File: src/rtl/inv_shiftrows_stream_pkg.sv
// Shared AES types and the ShiftRows source-index helper used by every
// ShiftRows/InvShiftRows stage so all of them agree on the k = r + 4c order.
package aes_pkg;
   localparam int AES_NB          = 4;
   localparam int AES_BLOCK_BYTES = 16;

   typedef logic [7:0]   byte_t;
   typedef byte_t [15:0] state_t;

   // Output position k takes the byte from the returned index; columns wrap mod 4.
   function automatic logic [3:0] shiftrows_src(input logic [3:0] k, input logic fwd);
      logic [1:0] r;
      logic [1:0] c;
      r = k[1:0];
      c = k[3:2];
      c = fwd ? (c + r) : (c - r);
      return {c, r};
   endfunction
endpackage

File: src/rtl/inv_shiftrows_stream_bank.sv
// One 16-byte state bank: byte write port, combinational read port, full and
// mode flags. The mode flag is taken with byte 0 of each block.
module shiftrows_bank
   import aes_pkg::*;
(
   input  logic       clk,
   input  logic       rst_n,
   input  logic       wr_en,
   input  logic [3:0] wr_idx,
   input  byte_t      wr_data,
   input  logic       wr_fwd,
   input  logic       set_full,
   input  logic       clr_full,
   input  logic [3:0] rd_idx,
   output byte_t      rd_data,
   output logic       full,
   output logic       fwd
);
   state_t mem;

   always_ff @(posedge clk or negedge rst_n) begin
      if (!rst_n) begin
         mem  <= '0;
         full <= 1'b0;
         fwd  <= 1'b0;
      end else begin
         if (wr_en) mem[wr_idx] <= wr_data;
         if (wr_en && wr_idx == 4'd0) fwd <= wr_fwd;
         if (set_full) full <= 1'b1;
         else if (clr_full) full <= 1'b0;
      end
   end

   assign rd_data = mem[rd_idx];
endmodule

File: src/rtl/inv_shiftrows_stream.sv
// Byte-serial ping-pong (Inv)ShiftRows: one bank fills while the other drains,
// so 1 byte/cycle is sustained with no bubble between blocks.
module inv_shiftrows_stream
   import aes_pkg::*;
#(
   parameter int DATA_W      = 8,
   parameter int BLOCK_BYTES = 16
) (
   input  logic              clk,
   input  logic              rst_n,
   input  logic              in_valid,
   output logic              in_ready,
   input  logic [DATA_W-1:0] in_data,
   input  logic              in_last,
   input  logic              in_fwd,
   output logic              out_valid,
   input  logic              out_ready,
   output logic [DATA_W-1:0] out_data,
   output logic              out_last,
   output logic              err
);
   localparam logic [3:0] CNT_LAST = 4'(BLOCK_BYTES - 1);

   logic       wr_sel, rd_sel;
   logic [3:0] wr_cnt, rd_cnt;
   logic       err_q;
   logic [1:0] full, fwd, wr_en, set_full, clr_full;
   byte_t      rd_data [2];
   logic       in_xfer, out_xfer, wr_term, rd_term, early_last;
   logic [3:0] rd_idx;

   assign in_ready   = !full[wr_sel];
   assign in_xfer    = in_valid && in_ready;
   assign out_xfer   = out_valid && out_ready;
   assign wr_term    = in_xfer && (wr_cnt == CNT_LAST);
   assign early_last = in_xfer && in_last && (wr_cnt != CNT_LAST);
   assign rd_term    = out_xfer && (rd_cnt == CNT_LAST);
   assign rd_idx     = shiftrows_src(rd_cnt, fwd[rd_sel]);

   for (genvar b = 0; b < 2; b++) begin : g_bank
      assign wr_en[b]    = in_xfer && (wr_sel == 1'(b));
      assign set_full[b] = wr_term && (wr_sel == 1'(b));
      assign clr_full[b] = rd_term && (rd_sel == 1'(b));

      shiftrows_bank u_bank (
         .clk      (clk),
         .rst_n    (rst_n),
         .wr_en    (wr_en[b]),
         .wr_idx   (wr_cnt),
         .wr_data  (in_data),
         .wr_fwd   (in_fwd),
         .set_full (set_full[b]),
         .clr_full (clr_full[b]),
         .rd_idx   (rd_idx),
         .rd_data  (rd_data[b]),
         .full     (full[b]),
         .fwd      (fwd[b])
      );
   end

   assign out_valid = full[rd_sel];
   assign out_data  = rd_data[rd_sel];
   assign out_last  = out_valid && (rd_cnt == CNT_LAST);
   assign err       = err_q;

   // An early in_last drops the partial block; a missing one still completes it.
   always_ff @(posedge clk or negedge rst_n) begin
      if (!rst_n) begin
         wr_sel <= 1'b0;
         rd_sel <= 1'b0;
         wr_cnt <= '0;
         rd_cnt <= '0;
         err_q  <= 1'b0;
      end else begin
         err_q <= in_xfer && (in_last != (wr_cnt == CNT_LAST));
         if (wr_term || early_last) wr_cnt <= '0;
         else if (in_xfer) wr_cnt <= wr_cnt + 4'd1;
         if (wr_term) wr_sel <= !wr_sel;
         if (rd_term) begin
            rd_cnt <= '0;
            rd_sel <= !rd_sel;
         end else if (out_xfer) begin
            rd_cnt <= rd_cnt + 4'd1;
         end
      end
   end
endmodule
File: config.mk
export PLATFORM = sky130hd
export DESIGN_NAME = inv_shiftrows_stream
export DESIGN_NICKNAME = d
export VERILOG_FILES = /design/src/rtl/inv_shiftrows_stream_pkg.sv /design/src/rtl/inv_shiftrows_stream_bank.sv /design/src/rtl/inv_shiftrows_stream.sv
export SDC_FILE = /design/constraint.sdc
export NUM_CORES = 1
export LEC_CHECK = 0
export BUFFER_PORTS_ARGS = -buffer_cell sky130_fd_sc_hd__buf_2
export CAP_MARGIN = 10
export CORE_ASPECT_RATIO = 0.7
export CORE_MARGIN = 2
export CORE_UTILIZATION = 35
export CTS_BUF_LIST = sky130_fd_sc_hd__clkbuf_16
export CTS_CLUSTER_SIZE = 24
export DETAILED_ROUTE_END_ITERATION = 10
export PLACE_DENSITY_LB_ADDON = 0.2
export SYNTH_ARGS = -nofsm -noshare
export SYNTH_HDL_FRONTEND = slang
export SYNTH_SLANG_ARGS = --single-unit
File: constraint.sdc
create_clock -name clk -period 3.1 [get_ports clk]
set_input_delay 0.62 -clock clk [delete_from_list [all_inputs] [get_ports clk]]
set_output_delay 0.62 -clock clk [all_outputs]
set_load 0.005 [all_outputs]
; Word-level counts from Yosys, hierarchy flattened
; Cells that the tools add are included.
[totals]
inputBits = 14
reg_bits = 271
word_cells = 110
[op_classes]
reduce_logical = 26
bitwise = 3
eq_ne = 4
mux = 26
addsub = 4
n_lt_le_gt_ge = 6
[ops]
columns = operator, count
row1 = 128-bit bitwise mux, 2
row2 = 8-bit binary-select mux with 4-bit select, 2
row3 = 8-bit 2-to-1 mux, 6
row4 = 8-bit demux with 4-bit select, 1
row5 = 1-bit logical AND, 17
row6 = 4-bit 2-to-1 mux, 4
row7 = "4-bit by 5-bit less-than comparator with 1-bit output, second input constant", 2
row8 = 1-bit 2-to-1 mux, 10
row9 = "4-bit by 1-bit adder with 4-bit output, second input constant", 2
row10 = "4-bit == test, second input constant", 2
row11 = 2-bit nonzero test, 4
row12 = "4-bit by 1-bit greater-or-equal comparator with 1-bit output, second input constant", 1
row13 = 4-bit logical NOT, 1
row14 = "1-bit by 2-bit less-than comparator with 1-bit output, second input constant", 2
row15 = "4-bit inequality test, second input constant", 1
row16 = 1-bit logical NOT, 3
row17 = 2-bit adder, 1
row18 = "2-bit greater-or-equal comparator, second input constant", 1
row19 = 2-bit 2-to-1 mux, 1
row20 = 1-bit NOT, 2
row21 = 1-bit NOT with 2-bit output, 1
row22 = 2-bit subtractor, 1
row23 = 1-bit logical OR, 1
row24 = 1-bit inequality test, 1

; Logic depth before layout (Yosys ltp)
; Gate-level depths: netlist (run 1).
[logic_depth]
ltp_word = 8
ltp_mapped = 7
depth_no_buf = 5

; Hierarchy
; A second synthesis (run 1) with hierarchy kept.
[unflattened]
cells_unflattened = 816
hier_area_um2 = 12490.7
[by_module_without_submodules]
columns = module, seq_area_each_um2, area_each_um2, instances, cells_per_inst
row1 = shiftrows_bank, 3253.1, 5868.1, 2, 369
row2 = inv_shiftrows_stream, 275.3, 754.5, 1, 78

; Least setup slack after synthesis (run 1)
; Ideal clock, no wire load.
[synth_path]
kind = reg-to-output
from = register rd_cnt[0]
to = output out_data[1]
stages_incl_launch_ff = 8
t_required_ns = 2.480
n_path_buf = 2
arrival_time_ns = 2.091
setup_slack_ns = 0.389
cell_sequence = dfrtp_1 ha_1 buf_2 buf_1 mux4_2 a22oi_1 nand2_1 mux2_4
[synth_via]
elab_chain_len = 7
word_cells_on_any_way = 10
cone_classes = add/sub: 2 / mux: 8
[synth_lines]
columns = item, line_no
row1 = start: declaration, inv_shiftrows_stream.sv:25  ; logic [3:0] wr_cnt, rd_cnt;
row2 = start signal: assignment, inv_shiftrows_stream.sv:83  ; rd_cnt <= rd_cnt + 4'd1;
row3 = 2-bit subtractor / 2-bit adder (equally long branches), inv_shiftrows_stream_pkg.sv:16  ; c = fwd ? (c + r) : (c - r);
row4 = 2-bit 2-to-1 mux, inv_shiftrows_stream_pkg.sv:16
row5 = 8-bit binary-select mux with 4-bit select, inv_shiftrows_stream_bank.sv:34  ; assign rd_data = mem[rd_idx];
row6 = 8-bit 2-to-1 mux (implied by the code), inv_shiftrows_stream_bank.sv:34
row7 = 8-bit 2-to-1 mux (implied by the code) * (3 in a row), inv_shiftrows_stream.sv:62  ; assign out_data = rd_data[rd_sel];
row8 = end: declaration, inv_shiftrows_stream.sv:18  ; output logic [DATA_W-1:0] out_data,
; Every way passes the cells marked *; elsewhere a longest branch is shown, timed or not. The select of a mux whose other input is x is not followed.

; Worst setup path after layout (run 1)
[layout_path]
from = register rd_cnt[2]
to = output out_data[7]
[layout_via]
elab_chain_len = 7
word_cells_on_any_way = 10
cone_classes = add/sub: 2 / mux: 8
[layout_lines]
columns = item, line_no
row1 = 2-bit subtractor / 2-bit adder (equally long branches), inv_shiftrows_stream_pkg.sv:16
row2 = 2-bit 2-to-1 mux *, inv_shiftrows_stream_pkg.sv:16
row3 = 8-bit binary-select mux with 4-bit select, inv_shiftrows_stream_bank.sv:34
row4 = 8-bit 2-to-1 mux (implied by the code), inv_shiftrows_stream_bank.sv:34
row5 = 8-bit 2-to-1 mux (implied by the code) * (3 in a row), inv_shiftrows_stream.sv:62
; Marks and branches as above.

==> results of run 1 <==
==> area by class of cell <==
| cell class | count | area, um^2 | area share [%] |
|---|---|---|---|
| Inverter | 2 | 7.51 | 0.0516 |
| Multi-Input combinational cell | 481 | 5620 | 38.6 |
| Sequential cell | 271 | 6790 | 46.7 |
| Clock buffer | 27 | 676 | 4.65 |
| Timing Repair Buffer | 71 | 748 | 5.15 |
| Tap cell | 472 | 591 | 4.06 |
| Antenna cell | 1 | 2.50 | 0.0172 |
| Clock inverter | 20 | 111 | 0.766 |
==> power by group through the flow <==
| stage | clock network (W) | registers, W | logic [W] |
|---|---|---|---|
| 2_1_floorplan | 0 | 0.00397 | 0.000559 |
| 3_3_place_gp | 0 | 0.00404 | 0.000827 |
| 3_5_place_dp | 0 | 0.00403 | 0.000839 |
| 4_1_cts | 0.00313 | 0.00397 | 0.000873 |
| 5_1_grt | 0.00328 | 0.00401 | 0.000947 |
| 6_report | 0.00304 | 0.00397 | 0.000873 |
==> worst max-delay path by stage <==
stage	start	to	slack, ps	cells after the start
detailed placement	rd_cnt[2]	out_data[7]	130	8
floorplan	rd_cnt[0]	out_data[1]	390	7
CTS	rd_cnt[0]	out_data[6]	-270	9
global route	rd_cnt[0]	out_data[4]	-310	9
finish	rd_cnt[2]	out_data[7]	-240	8
global placement	rd_cnt[2]	out_data[7]	120	8
==> flip-flops by register name, summed over array words and instances (netlist names) <==
name and count:
g_bank.u_bank.mem 256, rd_cnt 4, wr_cnt 4, g_bank.u_bank.full 2, g_bank.u_bank.fwd 2, err 1
rd_sel 1, wr_sel 1
==> cell usage in the layout, fill, tap and decap left out, types with 2 or more instances in the layout <==
| master | count |
|---|---|
| nor3b_2 | 3 |
| o21ai_0 | 6 |
| mux4_1 | 3 |
| o31ai_1 | 2 |
| buf_4 | 25 |
| a22oi_2 | 24 |
| nor2b_1 | 4 |
| buf_8 | 3 |
| nand2_2 | 3 |
| buf_16 | 3 |
| a22oi_1 | 8 |
| nand3_2 | 9 |
| buf_2 | 21 |
| clkbuf_16 | 27 |
| mux2_1 | 55 |
| nand2_1 | 43 |
| mux2_2 | 204 |
| buf_6 | 6 |
| clkinv_1 | 7 |
| inv_1 | 11 |
| dfrtp_1 | 269 |
| and3_1 | 2 |
| mux2_4 | 8 |
| ha_1 | 5 |
| nor2_2 | 3 |
| mux2i_1 | 2 |
| buf_12 | 13 |
| mux4_2 | 61 |
| nor2_1 | 8 |
| and2_1 | 2 |
| xnor2_1 | 3 |
| nand3_1 | 8 |
==> metal layers <==
layer	global-route usage (%)	vias to the layer above	part of all wire (%)
met5	0	-	0
met4	2.67	0	0.95
met3	2.45	20	5.3
met2	24.7	128	41
met1	30.2	3906	53
li1	-	3125	-
==> through the flow <==
step | total power (W) | util [%]
after detailed placement | 0.00487 | 38.0
final | 0.00789 | 41.5
after floorplan | 0.00453 | -
after global routing | 0.00823 | 41.5
after global placement | 0.00487 | 38.0
after CTS | 0.00797 | 41.4
==> logic make-up (layout without fill, tap and decap cells) <==
family / Yosys count / in the layout / synth area share (%)
other cells: 0 / 1 / 0
compound gates: 45 / 45 / 2.59
simple gates: 91 / 91 / 3.88
flops: 271 / 271 / 54.0
buf+inv: 59 / 120 / 2.40
fa+ha+maj: 6 / 6 / 0.598
xor+xnor: 5 / 5 / 0.498
mux: 334 / 334 / 36.0
==> what timing repair did <==
| item | CTS | global route |
|---|---|---|
| endpoints found under the setup margin | 8 | 8 |
| gates cloned | 2 | 0 |
| setup buffers | 19 | 0 |
| pin swaps | 9 | 6 |
| resized for setup | 34 | 12 |
==> metrics.txt, run 1 <==
status=finished, violations left; failing checks=setup timing; Max Slew Vio Count=0; Top FF cell, synth=dfrtp_1; flop2flop setup slack=890 ps; synthesized net count=831; Fin Hold WS=between 40 and 50 ps; crit end category=output pin; GRT Total Usage=18.0%; Sum Neg Setup Slack=-1680 ps; CTS H-Tree Depth=1; most common library cells after synthesis=dfrtp_1, mux2_2, mux4_2, mux2_1, nand2_1; library cells used by synthesis=between 40 and 50; flops & latches, synth=271; crit path max fanout=17; Layout area overhead=15.8%; Layout Nets=874; Detailed Route WL=32700 um; synthesized cell area=12600 um^2; Fin Clk Skew=12.6 ps; Worst path max stage delay=420 ps; crit path cell chain=ha_4, buf_4, buf_12, mux4_2, a22oi_2, nand2_1, mux2_4, buf_2; PD cells=roughly 540 nW/um^2; Placed Area=between 10000 and 15000 um^2; FF-to-FF End=g_bank[1].u_bank.mem[58]; max-cap violation count=0; cell row count=57; share of the yosys chip area belonging to registers=54.0%; Slowest cell on crit path=dfrtp_2; post-route ant nets=0; Syn. warnings=0; fraction of layout instances using a drive strength above 1=approximately half; final instance area=14500 um^2; Sequential Power Share=50.4%; Avg WL per Cell=24.3 um; CP delay by family, top=multiplexers; fin cells=1345; CTS root buf=clkbuf_16; Net Switching=0.00194 W; Clock power frac=38.5%; die width=230 um; filler cell count=3232; area share of the largest cell type after synthesis=54.0%; post-placement cell count=roughly 1300; pin count of the biggest net entering global routing=72; # setup viols final=8; clock buffer depth=3; most common cell in the netlist=dfrtp_1; area leader, netlist=dfrtp_1; Mapped Cells=~810; DRT Pass-1 Iters=4; clk_lat worst skew=550 ps; Die Height=162 um; Worst Reg-to-Reg Cells=4; Period Utilization, post-route=108%; VDD IR max=352 uV; EDFF count, synth=0; GRT Residual Overflow=0; syn_area_per_cell=15.5 um^2; Setup Crit Path Kind=reg -> out; CTS Hold Bufs=0; Core Box Area=35000 um^2; # DRC=0; Critical R2R Launch=g_bank[1].u_bank.full; Worst Setup Slack post-DPL=126 ps; cts bufs inserted=27; FMAX=0.299 GHz; Initial Util=35.8%; Data arrival, critical path=2720 ps; CTS tree=built; Startpoint Class=flop; Vias per Instance=5.34; via count=approximately 7200; DP HPWL=20900 um; Tightest Hold Check Type=in -> async; Synth area leaders=dfrtp_1, mux2_2, mux4_2; worst slew pin tran=1070 ps; Top Ports=26; RSZ-0062 raised after global routing=yes; clk slew on worst S/H paths=60 ps; CTS sink cnt=between 200 and 300; async set or reset register ratio after synthesis=100%; port bufs=25; antenna violations before repair=0; final worst slack=-240 ps; worst rel slew slack=28.7%; vias in the first global route=around 7400; Switching Fraction=24.6%; combinational share of power=11.1%; Worst Path Required=roughly 2500 ps; min Tclk post-route=3340 ps; die area=about 37000 um^2; final hold vios=0; GP Congestion=0.752; first-pass GRT wire length=50200 um; internal power=0.00595 W; Worst Path Buf+Inv=3; drt first-iter violations=403; leakage=6.85 nW
Note: power is estimated with default switching activity, not from simulation.
==> run 2: changes to the inputs <==
--- a/config.mk
+++ b/config.mk
@@ -16,4 +16,5 @@
 export PLACE_DENSITY_LB_ADDON = 0.2
 export SYNTH_ARGS = -nofsm -noshare
 export SYNTH_HDL_FRONTEND = slang
+export SYNTH_HIERARCHICAL = 1
 export SYNTH_SLANG_ARGS = --single-unit
==> run 2 against run 1 <==
  * The flow still finishes with violations (setup timing)
  * Global-route usage is 0.42 points lower
  * Sequential share of layout area about the same
  * Clock-buffer cell count rose by 2
  * Highest routed layer unchanged
  * Critical path type unchanged
  * Critical endpoint is now out_data[6]
  * Register-to-register slack gained 100 ps
==> metrics.txt, run 2 <==
status=finished, violations left; failing checks=setup timing; share of the yosys chip area belonging to registers=54.3% (+0.27 points); DP HPWL=20600 um (-1.4%); Syn. warnings=6 (+6); DRT Pass-1 Iters=4 (unchanged); CTS Hold Bufs=0 (unchanged); Layout Nets=892 (+2.1%); worst slew pin tran=761 ps (-308 ps); RSZ-0062 raised after global routing=yes; top flop regs=g_bank.u_bank/mem x256, rd_cnt x4, wr_cnt x4; Period Utilization, post-route=109% (+1.2 points); internal power=0.00751 W (+26%); final hold vios=0 (unchanged); clock buffer depth=3 (unchanged); most common library cells after synthesis=dfrtp_1, mux2_2, mux4_2, a22oi_1, nand2_1; flops & latches, synth=271 (unchanged); Fin Clk Skew=11.1 ps (-1.43 ps); Sequential Power Share=42.2% (-8.2 points); Data arrival, critical path=2760 ps (+40 ps); Switching Fraction=29.9% (+5.3 points); async set or reset register ratio after synthesis=100% (unchanged); Die Height=162 um (-0.24%); Initial Util=35.7% (-0.10 points); Mapped Cells=816 (+0.62%); Critical R2R Launch=wr_cnt[0]; leakage=6.66 nW (-2.8%); Top FF cell, synth=dfrtp_1; Startpoint Class=flop; most common cell after layout, fill and taps aside=dfrtp_1; post-route ant nets=0 (unchanged); FMAX=0.296 GHz (-1.1%); final antenna diode count=0 (-1); Worst Setup SP=rd_cnt[1]; cell row count=57 (unchanged); VDD IR max=400 uV (+13%); crit end category=output pin; library cells used by synthesis=37 (-12%); Max Slew Vio Count=0 (unchanged); post-CTS setup buffers=0 (-19); Core Box Area=34900 um^2 (-0.20%); CTS tree=built; combinational share of power=27.4% (+16 points); die width=230 um (-0.24%); Sum Neg Setup Slack=-2120 ps (-435 ps); most common cell in the netlist=dfrtp_1; Net Switching=0.00320 W (+65%); area leader, netlist=dfrtp_1; pin count of the biggest net entering global routing=86 (+19%); Slowest cell on crit path=dfrtp_4; Worst Path Buf+Inv=1 (-2); Largest register FFs=256 (unchanged); CTS sink cnt=271 (unchanged); final worst slack=-277 ps (-36.7 ps); first-pass GRT wire length=49000 um (-2.4%); via count=7264 (+1.2%); die area=37200 um^2 (-0.48%); GRT Residual Overflow=0 (unchanged); Setup Crit Path Kind=reg -> out; Worst Path Required=2480 ps (about the same); clk slew on worst S/H paths=70 ps (about the same); Clock power frac=30.4% (-8.1 points); leading cell types in the layout, fill and taps excluded=dfrtp_1, mux2_2, mux4_2; Worst path max stage delay=540 ps (+120 ps); Avg WL per Cell=23.4 um (-3.7%); flop2flop setup slack=990 ps (+100 ps); clk_lat worst skew=550 ps (about the same); Top Ports=26 (unchanged); Vias per Instance=5.31 (-0.44%); Layout area overhead=16.4%; drt first-iter violations=500 (+24%); max-cap violation count=0 (unchanged); cts bufs inserted=28 (+3.7%); Reg with most FFs=g_bank.u_bank/mem; Fin Hold WS=59.6 ps (+15.5 ps); # setup viols final=8 (unchanged); Tightest Hold Check Type=in -> async; area share of the largest cell type after synthesis=54.3% (+0.27 points); crit path max fanout=8 (-9); crit path cell chain=ha_4, mux2i_4, xnor2_4, nor2_4, a22oi_1, nand2_1, mux2_2, buf_2; synthesized net count=833 (+0.24%); worst rel slew slack=49.3% (+21 points); synthesized cell area=12500 um^2 (-0.49%); GRT Total Usage=17.6% (-0.42 points); port bufs=25 (unchanged); PD cells=737 nW/um^2 (+36%); CTS H-Tree Depth=1 (unchanged); Synth area leaders=dfrtp_1, mux2_2, mux4_2; CP delay by family, top=flip-flops; syn_area_per_cell=15.3 um^2 (-1.1%); vias in the first global route=7443 (+0.46%); fraction of layout instances using a drive strength above 1=54.5% (+6.0 points); Detailed Route WL=32000 um (-2.1%); antenna violations before repair=1 (+1); min Tclk post-route=3380 ps (+36.7 ps); # DRC=0 (unchanged); EDFF count, synth=0 (unchanged); GP Congestion=0.812 (+8.0%); CTS root buf=clkbuf_16
==> run 2: cell count changes after synthesis, sizes merged, moves of 5 or more <==
cell	delta
nand2	-23
nor2	+18
clkbuf	-15
nand3	-11
buf	+7
nand2b	+7
or3	+7
inv	+6
nand3b	+5
==> run 2: metal layers <==
metal / track usage, % / wire length, um / vias up
met2: 23.6 / 12700 / 143
met4: 3.67 / 543 / 0
met3: 4.06 / 1930 / 44
met1: 28.5 / 16800 / 3905
li1: - / - / 3172
met5: 0 / 0 / -
==> run 2: per-stage QoR <==
step           power, W  setup slack [ps]  std cells  area, um^2  utilization [%]
6_report         0.0107              -277       1367       14500             41.6
5_1_grt          0.0113              -405       1367       14500             41.6
4_1_cts          0.0107              -307       1367       14500             41.4
3_5_place_dp    0.00732              -117       1316       13500             38.5
3_3_place_gp    0.00729             -6.89       1316       13500             38.5
2_1_floorplan   0.00626               514        816       12500                -
==> run 2: power by group through the flow <==
stage / sequential (W) / clock [W] / combinational, W
finish: 0.00452 / 0.00325 / 0.00294
global route: 0.00460 / 0.00351 / 0.00315
CTS: 0.00451 / 0.00334 / 0.00287
detailed placement: 0.00456 / 0 / 0.00276
global placement: 0.00456 / 0 / 0.00273
floorplan: 0.00443 / 0 / 0.00183
==> run 2: worst paths after layout <==
kind                                            endpoint  depth (start not counted)
worst max-delay path                         out_data[6]                          8
worst min-delay path                           wr_cnt[2]                          1
worst max register to register  g_bank[1].u_bank/mem[19]                          3
worst min register to register  g_bank[1].u_bank/mem[93]                          1
max in group asynchronous       g_bank[0].u_bank/mem[58]                          2
min in group clk                                     err                          3
==> run 2: cells by family after synthesis <==
kind of cell | synth area share [%]
buffers and inverters | 1.98
adders and majority gates | 0.301
muxes | 36.1
xor gates and xnor gates | 0.421
DFF | 54.3
and+or+nand+nor | 4.38
AOI/OAI and AO/OA | 2.55
==> run 2: worst register-to-register path: stages, from the launching register on <==
cell and delay, ps:
dfrtp_1 730, nand2b_1 410, nand2b_1 470, mux2_2 390
==> run 2: cell type report <==
class	count	area [um^2]
Clock buffer	29	726
Clock inverter	21	136
Fill cell	3232	20400
Inverter	8	30.0
Multi-Input combinational cell	488	5630
Sequential cell	271	6790
Tap cell	472	591
Timing Repair Buffer	78	641
==> run 2: what timing repair did <==
action / in CTS / in global routing
pin swaps: 1 / 3
gates cloned: 1 / 0
gates resized for setup: 21 / 16
endpoints found under the setup margin: 8 / 8
==> run 3: changes to the inputs <==
--- a/config.mk
+++ b/config.mk
@@ -5,6 +5,7 @@
 export SDC_FILE = /design/constraint.sdc
 export NUM_CORES = 1
 export LEC_CHECK = 0
+export ABC_AREA = 1
 export BUFFER_PORTS_ARGS = -buffer_cell sky130_fd_sc_hd__buf_2
 export CAP_MARGIN = 10
 export CORE_ASPECT_RATIO = 0.7
@@ -14,6 +15,7 @@
 export CTS_CLUSTER_SIZE = 24
 export DETAILED_ROUTE_END_ITERATION = 10
 export PLACE_DENSITY_LB_ADDON = 0.2
+export SKIP_LAST_GASP = 1
 export SYNTH_ARGS = -nofsm -noshare
 export SYNTH_HDL_FRONTEND = slang
 export SYNTH_HIERARCHICAL = 1
==> run 3 against run 2 <==
  * The flow still finishes with violations (setup timing)
  * Largest cell class unchanged
  * Utilization decreased by 1.6 points
  * Routed wire length up 26%
  * Synthesized cell count grew 120%
  * Sequential power shrank 5.1%
  * Die area is 7.6% higher
  * Critical path depth rose by 2
  * First-iteration DRC count is 140% higher
==> metrics.txt, run 3 <==
status=finished, violations left; failing checks=setup timing; drt first-iter violations=1191 (+140%); Synth area leaders=dfrtp_1, nand2_1, o21ai_0; synthesized net count=1836 (+120%); CTS Hold Bufs=0 (unchanged); clock buffer depth=3 (unchanged); Reg with most FFs=g_bank.u_bank/mem; area leader, netlist=dfrtp_1; leading cell types in the layout, fill and taps excluded=nand2_1, dfrtp_1, o21ai_0; DP HPWL=26700 um (+30%); async set or reset register ratio after synthesis=100% (unchanged); cell row count=60 (+5.3%); EDFF count, synth=0 (unchanged); worst slew pin tran=808 ps (+47.0 ps); FMAX=0.320 GHz (+8.0%); Mapped Cells=1819 (+120%); # DRC=0 (unchanged); port bufs=25 (unchanged); antenna violations before repair=1 (unchanged); GP Congestion=0.852 (+4.9%); min Tclk post-route=3130 ps (-251 ps); Top Ports=26 (unchanged); Vias per Instance=4.98 (-6.3%); syn_area_per_cell=7.40 um^2 (-52%); Syn. warnings=6 (unchanged); Data arrival, critical path=2510 ps (-250 ps); Max Slew Vio Count=0 (unchanged); Layout area overhead=13.5%; vias in the first global route=10397 (+40%); Sequential Power Share=30.2% (-12 points); Detailed Route WL=40400 um (+26%); # setup viols final=7 (-1); die width=238 um (+3.7%); die area=40100 um^2 (+7.6%); CTS root buf=clkbuf_16; area share of the largest cell type after synthesis=50.4% (-3.9 points); final core occ=40.0% (-1.6 points); flops & latches, synth=271 (unchanged); final antenna diode count=0 (unchanged); clk_lat worst skew=570 ps (+20 ps); cts bufs inserted=29 (+3.6%); final worst slack=-25.9 ps (+251 ps); fraction of layout instances using a drive strength above 1=9.86% (-45 points); most common library cells after synthesis=nand2_1, dfrtp_1, o21ai_0, inv_1, nand3_1; most common cell in the netlist=nand2_1; crit path max fanout=8 (unchanged); Tightest Hold Check Type=in -> async; Layout Nets=1832 (+110%); CTS H-Tree Depth=1 (unchanged); most common cell after layout, fill and taps aside=nand2_1; Top FF cell, synth=dfrtp_1; via count=11617 (+60%); final hold vios=0 (unchanged); combinational share of power=47.1% (+20 points); GRT Total Usage=20.3% (+2.7 points); Initial Util=35.3% (-0.46 points); Tot Pwr=0.0142 W (+33%); CTS tree=built; VDD IR max=542 uV (+36%); Fin Clk Skew=15.3 ps (+4.16 ps); Die Height=168 um (+3.7%); first-pass GRT wire length=63000 um (+29%); share of the yosys chip area belonging to registers=50.4% (-3.9 points); leakage=7.39 nW (+11%); CTS sink cnt=271 (unchanged); Startpoint Class=flop; Switching Fraction=44.1% (+14 points); max-cap violation count=0 (unchanged); Clock power frac=22.7% (-7.7 points); library cells used by synthesis=27 (-27%); Period Utilization, post-route=101% (-8.1 points); Setup Crit Path Kind=reg -> out; GRT Residual Overflow=0 (unchanged); Avg WL per Cell=17.3 um (-26%); top flop regs=g_bank.u_bank/mem x256, rd_cnt x4, wr_cnt x4; Worst Path Required=2480 ps (about the same); Largest register FFs=256 (unchanged); internal power=0.00796 W (+6.0%); clk slew on worst S/H paths=60 ps (about the same); Fin Hold WS=35.9 ps (-23.7 ps); synthesized cell area=13500 um^2 (+7.7%); crit end category=output pin; Net Switching=0.00627 W (+96%); worst rel slew slack=46.2% (-3.1 points); PD cells=932 nW/um^2 (+26%); DRT Pass-1 Iters=5 (+1); Core Box Area=38100 um^2 (+9.1%); post-route ant nets=0 (unchanged); pin count of the biggest net entering global routing=93 (+8.1%); RSZ-0062 raised after global routing=yes
==> run 3: cell count changes after synthesis, sizes merged, moves of 17 or more <==
cell / previous run / this run
clkbuf: 22 / 58
nand3: 6 / 224
mux4: 64 / 0
o21ai: 4 / 264
mux2: 270 / 0
nand2: 23 / 649
inv: 8 / 260
buf: 27 / 44
a22oi: 32 / 0
==> run 3: per-layer routing <==
| layer | vias up | track usage (%) | part of all wire (%) |
|---|---|---|---|
| met5 | - | 0 | 0 |
| met4 | 0 | 3.56 | 1.7 |
| met3 | 47 | 4.30 | 7.0 |
| met2 | 355 | 26.3 | 38 |
| met1 | 5567 | 33.9 | 53 |
| li1 | 5648 | - | - |
==> run 3: cells by family after synthesis <==
logic type                 synth area share [%]
and+or+nand+nor                            28.7
buffers and inverters                      10.6
DFF                                        50.4
AOI/OAI and AO/OA                          10.0
adders and majority gates                 0.279
xor gates and xnor gates                 0.0651
==> run 3: power by group through the flow <==
stage	combinational (W)	sequential, W	clock, W
4_1_cts	0.00613	0.00428	0.00334
3_5_place_dp	0.00588	0.00433	0
2_1_floorplan	0.00368	0.00423	0
6_report	0.00670	0.00429	0.00323
5_1_grt	0.00730	0.00435	0.00348
3_3_place_gp	0.00589	0.00432	0
==> run 3: repair_timing <==
item | in CTS | in global routing
setup endpoints to repair | 8 | 8
gates resized for setup | 13 | 41
pin swaps | 1 | 27
buffers inserted | 3 | 1
==> run 3: path summary, 6_finish.rpt <==
kind / from / endpoint / slack, ps / depth (start not counted)
worst max-delay path: rd_cnt[0] / out_data[1] / -30 / 10
worst min-delay path: rst_n / g_bank[0].u_bank/mem[4] / 40 / 1
worst max register to register: g_bank[1].u_bank/full / g_bank[1].u_bank/mem[84] / 910 / 8
worst min register to register: g_bank[0].u_bank/mem[99] / g_bank[0].u_bank/mem[99] / 480 / 2
max in group asynchronous: rst_n / g_bank[1].u_bank/mem[93] / 2250 / 2
min in group clk: in_fwd / g_bank[1].u_bank/fwd / 340 / 3
==> run 3: cell type report <==
type                       instances  area (um^2)
multi-input combinational       1184         5440
clock buffer                      29          726
inverter                         262          996
sequential                       271         6790
timing repair buffer              67          572
clock inverter                    23          133
tap                              496          621
fill                            4042        22900
==> run 3: metrics by stage <==
stage / instances / setup slack, ps / cell area (um^2) / TNS, ps
floorplan: 1819 / 854 / 13500 / 0
global placement: 2276 / 255 / 14200 / 0
detailed placement: 2276 / 232 / 14200 / 0
CTS: 2331 / -26.6 / 15100 / -38.4
global route: 2332 / -123 / 15300 / -848
finish: 2332 / -25.9 / 15300 / -76.6
==> run 3: critical path, cell delays in order (launching register included) <==
cell and delay [ps]:
dfrtp_4 540, ha_4 190, xnor2_2 130, nand3b_1 200
nand2_4 170, clkinvlp_4 230, nand3_1 140, nand2_1 70
nand2_1 90, nand2_2 60, buf_2 120
